==> config.mk <==
export PLATFORM = sky130hd
export DESIGN_NAME = msrv32_redirect_ctrl
export DESIGN_NICKNAME = d
export VERILOG_FILES = /design/src/rtl/msrv32_redirect_ctrl.sv
export SDC_FILE = /design/constraint.sdc
export NUM_CORES = 1
export LEC_CHECK = 0
export CAP_MARGIN = 25
export CORE_MARGIN = 2
export CORE_UTILIZATION = 30
export CTS_CLUSTER_SIZE = 40
export DETAILED_ROUTE_END_ITERATION = 8
export GPL_ROUTABILITY_DRIVEN = 0
export HOLD_SLACK_MARGIN = 0.02
export PLACE_DENSITY_LB_ADDON = 0.05
export SETUP_SLACK_MARGIN = 0.5
export SYNTH_ARGS = -nofsm -noshare
export SYNTH_HDL_FRONTEND = slang
export SYNTH_SLANG_ARGS = --single-unit
==> constraint.sdc <==
create_clock -name ms_riscv32_mp_clk_in -period 1.83 [get_ports ms_riscv32_mp_clk_in]
set_input_delay 0.366 -clock ms_riscv32_mp_clk_in [delete_from_list [all_inputs] [get_ports ms_riscv32_mp_clk_in]]
set_output_delay 0.366 -clock ms_riscv32_mp_clk_in [all_outputs]
set_load 0.1 [all_outputs]
==> src/rtl/msrv32_redirect_ctrl.sv <==
// Purpose : owns the fetch PC and sequences redirects (branch/JAL/JALR, trap, mret) with a flush window.
// Latency : all outputs registered; a redirect sampled at edge N shows on pc_out/flush_out from cycle N+1.
// Backpress: stall_in freezes PC, state and flush counter; trap_taken_in/mret_in act even while stalled.
//
// Optional feature macro: MSRV32_REDIRECT_STATS_EN (adds redirect_count_out).
//
// Ports:
//   ms_riscv32_mp_clk_in / ms_riscv32_mp_rst_n_in : core clock, async active-low reset
//   branch_taken_in, target_addr_in                : branch unit redirect request and target
//   stall_in                                       : hold PC/state (does not block trap/mret)
//   trap_taken_in, trap_addr_in                    : trap entry and vector
//   mret_in, epc_in                                : trap return and mepc
//   pc_out                                         : registered fetch PC
//   flush_out                                      : squash in-flight instructions
//   misaligned_exception_out, misaligned_addr_out  : misaligned-target pulse and captured address
//   redirect_count_out (macro only)                : saturating count of accepted redirects

module msrv32_redirect_ctrl #(
  parameter logic [31:0] BOOT_ADDR    = 32'h0000_0000,
  parameter int unsigned FLUSH_CYCLES = 1
) (
  input  logic        ms_riscv32_mp_clk_in,
  input  logic        ms_riscv32_mp_rst_n_in,
  input  logic        branch_taken_in,
  input  logic [31:0] target_addr_in,
  input  logic        stall_in,
  input  logic        trap_taken_in,
  input  logic [31:0] trap_addr_in,
  input  logic        mret_in,
  input  logic [31:0] epc_in,
  output logic [31:0] pc_out,
  output logic        flush_out,
  output logic        misaligned_exception_out,
  output logic [31:0] misaligned_addr_out
`ifdef MSRV32_REDIRECT_STATS_EN
  ,
  output logic [31:0] redirect_count_out
`endif
);

  typedef enum logic [1:0] {
    ST_BOOT      = 2'd0,
    ST_RUN       = 2'd1,
    ST_FLUSH     = 2'd2,
    ST_TRAP_WAIT = 2'd3
  } state_t;

  localparam logic [2:0] FLUSH_LOAD = 3'(FLUSH_CYCLES);

  state_t      state;
  logic [2:0]  flush_cnt;
  logic [31:0] eff_target;
  logic        target_misaligned;
  logic        branch_accept;

  // JALR semantics: bit0 is discarded; bit1 set means not 4-byte aligned.
  assign eff_target        = {target_addr_in[31:1], 1'b0};
  assign target_misaligned = eff_target[1];

  // Branch requests are only honoured in RUN while not stalled; otherwise upstream holds them.
  assign branch_accept = (state == ST_RUN) && !stall_in && branch_taken_in;

  always_ff @(posedge ms_riscv32_mp_clk_in or negedge ms_riscv32_mp_rst_n_in) begin
    if (!ms_riscv32_mp_rst_n_in) begin
      state                    <= ST_BOOT;
      pc_out                   <= BOOT_ADDR;
      flush_cnt                <= 3'd0;
      flush_out                <= 1'b1;
      misaligned_exception_out <= 1'b0;
      misaligned_addr_out      <= 32'd0;
    end else begin
      // Exception is a single-cycle pulse unless re-raised below.
      misaligned_exception_out <= 1'b0;

      if (trap_taken_in) begin
        // Trap wins over a simultaneous mret and clears the stale mtval capture.
        pc_out              <= trap_addr_in & ~32'd3;
        flush_cnt           <= FLUSH_LOAD;
        state               <= ST_FLUSH;
        flush_out           <= 1'b1;
        misaligned_addr_out <= 32'd0;
      end else if (mret_in) begin
        pc_out    <= epc_in & ~32'd3;
        flush_cnt <= FLUSH_LOAD;
        state     <= ST_FLUSH;
        flush_out <= 1'b1;
      end else begin
        case (state)
          ST_BOOT: begin
            // One-cycle boot window; PC stays at BOOT_ADDR into the first RUN cycle.
            state     <= ST_RUN;
            flush_out <= 1'b0;
          end

          ST_RUN: begin
            if (branch_accept) begin
              if (target_misaligned) begin
                // PC is held; flush stays up until the resulting trap's flush completes.
                misaligned_exception_out <= 1'b1;
                misaligned_addr_out      <= eff_target;
                state                    <= ST_TRAP_WAIT;
                flush_out                <= 1'b1;
              end else begin
                // A redirect to the current PC still takes the flush path.
                pc_out    <= eff_target;
                flush_cnt <= FLUSH_LOAD;
                state     <= ST_FLUSH;
                flush_out <= 1'b1;
              end
            end else if (!stall_in) begin
              pc_out <= pc_out + 32'd4;
            end
          end

          ST_FLUSH: begin
            if (!stall_in) begin
              pc_out    <= pc_out + 32'd4;
              flush_cnt <= flush_cnt - 3'd1;
              // <= 1 also recovers from an out-of-range zero load.
              if (flush_cnt <= 3'd1) begin
                state     <= ST_RUN;
                flush_out <= 1'b0;
                flush_cnt <= 3'd0;
              end
            end
          end

          ST_TRAP_WAIT: begin
            // Only trap_taken_in or mret_in (handled above) leave this state.
            flush_out <= 1'b1;
          end

          default: begin
            state     <= ST_BOOT;
            flush_out <= 1'b1;
          end
        endcase
      end
    end
  end

`ifdef MSRV32_REDIRECT_STATS_EN
  logic redirect_accept;

  // Counts trap, mret and both branch outcomes (aligned redirect and misaligned exception).
  assign redirect_accept = trap_taken_in || mret_in || branch_accept;

  always_ff @(posedge ms_riscv32_mp_clk_in or negedge ms_riscv32_mp_rst_n_in) begin
    if (!ms_riscv32_mp_rst_n_in) begin
      redirect_count_out <= 32'd0;
    end else if (redirect_accept && (redirect_count_out != 32'hFFFF_FFFF)) begin
      redirect_count_out <= redirect_count_out + 32'd1;
    end
  end
`endif

endmodule

; ---- Word-level counts from Yosys, hierarchy flattened
; Index checks and enable logic that the tools add are counted.
[word_totals]
rom_bits = 0
memories = 0
output_inout_bits = 66
in_bits = 102
register_bits = 71
ramBits = 0
latchBits = 0
[classes]
eq_ne = 9
n_div = 0
add_sub_neg = 2
muxes = 36
shifts = 0
mul = 0
order_cmp = 1
reduce_logical = 14
bitwise = 0
[ops]
columns = cell, n
row1 = 32-bit 2-to-1 mux, 10
row2 = 32-bit case mux with 2 select lines, 1
row3 = 32-bit by 3-bit adder with 32-bit output (second input constant), 1
row4 = 3-bit 2-to-1 mux, 6
row5 = 4-bit != test (second input constant), 4
row6 = 4-bit AND reduction, 3
row7 = 1-bit 2-to-1 mux, 11
row8 = 2-bit 2-to-1 mux, 5
row9 = 2-bit case mux with 3 select lines, 1
row10 = 3-bit case mux with 2 select lines, 1
row11 = 2-bit nonzero test, 3
row12 = 5-bit != test (second input constant), 1
row13 = 5-bit nonzero test, 1
row14 = 2-bit equality test (second input constant), 2
row15 = 1-bit case mux with 4 select lines, 1
row16 = 4-bit nonzero test, 1
row17 = 3-bit by 1-bit <= comparator with 1-bit output (second input constant), 1
row18 = 3-bit AND reduction, 1
row19 = 3-bit by 1-bit subtractor with 3-bit output (second input constant), 1
row20 = 2-bit by 1-bit equality test with 1-bit output (second input constant), 1
row21 = 1-bit logical AND, 2
row22 = 2-bit logical NOT, 1
row23 = 2-bit != test (second input constant), 1
row24 = 2-bit AND reduction, 1
row25 = 1-bit logical NOT, 1

; ---- Depth between registers and ports, before layout
[logic_depth]
ltp_word = 7
depth_mapped = 10
ltp_nobuf = 7

; ---- Least setup slack after synthesis
; No wires, ideal clock.
[synth_timing]
path_type = reg-to-reg
start = register pc_out[9]
end = register pc_out[27]
required_time_ns = 1.704
path_stages_with_launch = 8
slack_ns = -0.836
synth_period_minus_slack_ns = 2.666
arrival_time_ns = 2.540
path_cell_list = dfrtp_1 -> buf_2 -> nand4_1 -> or2_2 -> buf_2 -> nor4_1 -> o21ai_1 -> a221o_1
[synth_between]
elab_chain_len = 6
[synth_rtl]
columns = item, line
row1 = start: declaration, 31  ; output logic [31:0] pc_out,
row2 = start signal: assignment, 77  ; pc_out <= trap_addr_in & ~32'd3;
row3 = start signal: assignment, 83  ; pc_out <= epc_in & ~32'd3;
row4 = start signal: assignment, 105  ; pc_out <= eff_target;
row5 = 32-bit by 3-bit adder with 32-bit output *, "111, 117"
row6 = 32-bit 2-to-1 mux *, "110, 116"
row7 = 32-bit 2-to-1 mux, 96  ; if (branch_accept) begin
row8 = 32-bit case mux with 2 select lines *, 88  ; case (state)
row9 = 32-bit 2-to-1 mux *, 82  ; end else if (mret_in) begin
row10 = 32-bit 2-to-1 mux *, 75  ; if (trap_taken_in) begin
; Every way passes the cells marked *; elsewhere a longest branch is shown, timed or not.
; A chain may end at the register's enable or synchronous reset.

; ---- Worst setup path in the final report
[layout_timing]
start = register state[1]
end = register pc_out[10]
[layout_between]
elab_chain_len = 7
word_cells_on_any_way = 11
classes_between = 3 x eq/ne / 4 x mux / 4 x reduce/logical
[layout_rtl]
columns = item, line
row1 = start: declaration, 50  ; state_t state;
row2 = start signal: assignment, 65  ; state <= ST_BOOT;
row3 = start signal: assignment, 79  ; state <= ST_FLUSH;
row4 = start signal: assignment, 85  ; state <= ST_FLUSH;
row5 = 2-bit by 1-bit equality test with 1-bit output, "61, 88"
row6 = 1-bit logical AND (2 in a row), 61  ; assign branch_accept = (state == ST_RUN) && !stall_in && branch_taken_in;
row7 = 32-bit 2-to-1 mux, 96
row8 = 32-bit case mux with 2 select lines, 88
row9 = 32-bit 2-to-1 mux, 82
row10 = 32-bit 2-to-1 mux, 75
; Several ways; a longest one is shown, not always the timed one.

==> impl_metrics.ini <==
[run_status]
violations = setup timing
outcome = finished with violations

[die]
die_h_um = 126
die_area_um2 = 15800
core_region_area_um2 = 14500
row_count = 44
die_w_um = 126
start_util_pct = 30.6
pin_count = 168

[drt]
post_drt_wl_per_cell_um = 20.6
routed_wl_um = 21400
via_per_inst = 5.55
route.detailed.drc = 0
first_pass_iters = 6
num_vias = 5762
drtIter0Drc = 325
antenna_left = 0

[power_and_ir_drop]
ir_drop_uv = 500
power_mw = 6.50
p_leak_nw = 4.05
power.density_nw_per_um2 = 654

[clocking]
clkSinkCount = 68
root_buffer = clkbuf_16
cts_buffers = 9
cts_tree = done
htreeDepth = 3
clk_path_buf_depth = 2
clock_latency_ns = 0.35
path_clk_slew_ns = 0.06

[critical_path]
reg2reg_to = pc_out[10]
worstSetupPathType = flop to flop
critPathRequiredTime_ns = 2.11
ff2ff_setup_slack_ns = -0.17
start_kind = flop
ff2ff_path_depth = 9
r2r_start = state[1]
cp-end-kind = flop
worstPathArrival_ns = 2.28
cp_max_fo = 7

[yosys]
yosysUniqueCellTypes = 68
synth_top_family_by_area = compound AO/OA/AOI/OAI gates
synth_edf_count = 0
synthSimpleGateAreaFrac_pct = 23.6
syn_area_um2 = 4430
synth-xor-area-share_pct = 2.57
yosys_warnings = 0
synthFlopType = dfrtp_1
synth.area.mux_share_pct = 0.226
ys_ff_latch = 68
synth_compound_area_share_pct = 27.5
async_reset_ff_share_pct = 100
seq_area_frac_synth_pct = 38.4
synthCells = 548
post_synth.cell_area_avg_um2 = 8.09
synth-adder-area-share_pct = 1.98

[grt]
met2_usage_pct = 43.4
grtUsageMet1_pct = 32.7
grt_max_degree = 34
antenna_found_initial = 0
grt.overflow.total = 0
busiest_layer = met2
grt_use_total_pct = 25.8
grt_pass1_vias = 5913
use_met3_pct = 5.13
grt_pass1_wl_um = 31900

[timing]
fin_crit_ns = 2.00
max_freq_mhz = 500
slew_violations = 0
setup_violations = 55
hold_viol_final = 0
fin_crit_sh_pct = 109
setup_ws_ns = -0.171
fin_skew_ns = 0.00504
fin_hold_ws_ns = 0.445
grt_setup_unrepaired = yes

[run]
drv_cap = 0

[final_layout]
final_cell_mix = buf_4 (112), clkdlybuf4s50_1 (93), buf_12 (69), buf_6 (44), nand2_1 (42)
final_common_cell = buf_4
layout-drive-gt1-share_pct = 58.4
final_cells = 1038
fin_area_um2 = 9940
diodes = 0
syn2layout_area_growth_pct = 124
final_nets = 958

[placed_design]
dp.cells = 952
postPlaceCellArea_um2 = 7830
placement.setup.worst_slack_ns = -0.602
port_buffers = 159
post-dp-hpwl_um = 14700

[min_path]
hp-class = primary input to async pin
-- cell families (layout without fill, tap and decap cells) --
| family | after synthesis | in the layout |
|---|---|---|
| AND/OR/NAND/NOR | 215 | 216 |
| AO/OA/AOI/OAI | 185 | 185 |
| flip-flops | 68 | 68 |
| buffers and inverters | 58 | 361 |
| XOR/XNOR | 13 | 13 |
| adder cells (fa/ha/maj) | 7 | 7 |
| other | 1 | 3 |
| multiplexers | 1 | 1 |
-- area by class of cell --
| cell class | instances | area (um^2) |
|---|---|---|
| Clock buffer | 10 | 229 |
| Clock inverter | 6 | 87.6 |
| Fill cell | 1090 | 4540 |
| Inverter | 14 | 55.1 |
| Multi-Input combinational cell | 425 | 3640 |
| Sequential cell | 68 | 1820 |
| Tap cell | 184 | 230 |
| Timing Repair Buffer | 331 | 3880 |
-- through the flow --
stage | util, % | setup TNS [ns]
6_report | 68.6 | -6.83
3_3_place_gp | 54.1 | -19.52
2_1_floorplan | - | -1.52
3_5_place_dp | 54.1 | -20.41
5_1_grt | 68.6 | -10.13
4_1_cts | 63.2 | -1.68
-- report_power, final --
| part | switching, mW | internal [mW] | leakage, nW |
|---|---|---|---|
| registers | 0.129 | 1.65 | 0.809 |
| logic | 1.57 | 1.23 | 3.09 |
| clock network | 0.731 | 1.20 | 0.157 |
| total | 2.43 | 4.07 | 4.05 |
-- critical path, stage by stage (launching register included) --
cell	delay (ns)
dfrtp_1	0.42
buf_6	0.14
ha_4	0.17
nor4bb_4	0.29
buf_6	0.18
buf_12	0.14
buf_6	0.11
a21oi_2	0.05
a221oi_2	0.25
a221o_1	0.18
-- synthesized netlist by cell type (all sizes together), types with 2 or more instances --
cell type	number	area, um^2
nor4	8	83.8
o2bb2ai	6	52.6
o31a	3	26.3
nor3b	2	15.0
clkbuf	27	101
o41ai	3	41.3
a211o	2	17.5
nand4	7	43.8
o22a	2	17.5
o22ai	7	43.8
xnor2	6	52.6
o221ai	3	26.3
o31ai	5	37.5
a21oi	65	325
dfrtp	67	1680
a211oi	4	30.0
a2111oi	5	43.8
nand2b	5	31.3
buf	17	95.1
or4	2	15.0
and2	2	12.5
a311oi	4	35.0
nor3	8	45.0
or2	4	25.0
nor2b	5	31.3
xor2	7	61.3
a31oi	10	62.6
nand4b	4	50.1
inv	14	52.6
a32o	2	20.0
o21ai	32	160
a221oi	6	52.6
nand2	104	390
a2bb2oi	4	35.0
nor2	36	135
o211ai	7	52.6
ha	7	87.6
a221o	5	50.1
and3	6	37.5
nand3	14	70.1
or3	5	31.3
-- state kept, by name (all words and copies together), names as in the netlist --
register,flops
misaligned_addr_out,31
flush_out,1
misaligned_exception_out,1
state,2
flush_cnt,3
pc_out,30
-- how the worst max path moves through the flow --
| stage | end | cells after the start | startpoint | slack (ns) |
|---|---|---|---|---|
| after floorplan | pc_out[27] | 6 | pc_out[5] | -0.22 |
| after global placement | pc_out[14] | 9 | stall_in | -0.55 |
| after detailed placement | pc_out[22] | 9 | stall_in | -0.60 |
| after CTS | pc_out[16] | 10 | state[1] | -0.12 |
| after global routing | pc_out[30] | 10 | state[1] | -0.24 |
| final | pc_out[10] | 9 | state[1] | -0.17 |
-- layer usage --
metal  vias up  share of wire [%]
met5         -                  0
met4         0                3.0
met3        43                6.3
met2       236                 50
met1      2881                 41
li1       2602                  -
-- timing repair --
| action | CTS | global route |
|---|---|---|
| gates resized for setup | 187 | 121 |
| hold buffers | 1 | 0 |
| setup endpoints to repair | 99 | 128 |
| setup buffers | 28 | 31 |
| endpoints found under the hold margin | 17 | 0 |
| pin swaps | 48 | 67 |
| cloned | 6 | 4 |
No activity file was read; power rests on OpenSTA's default activity.
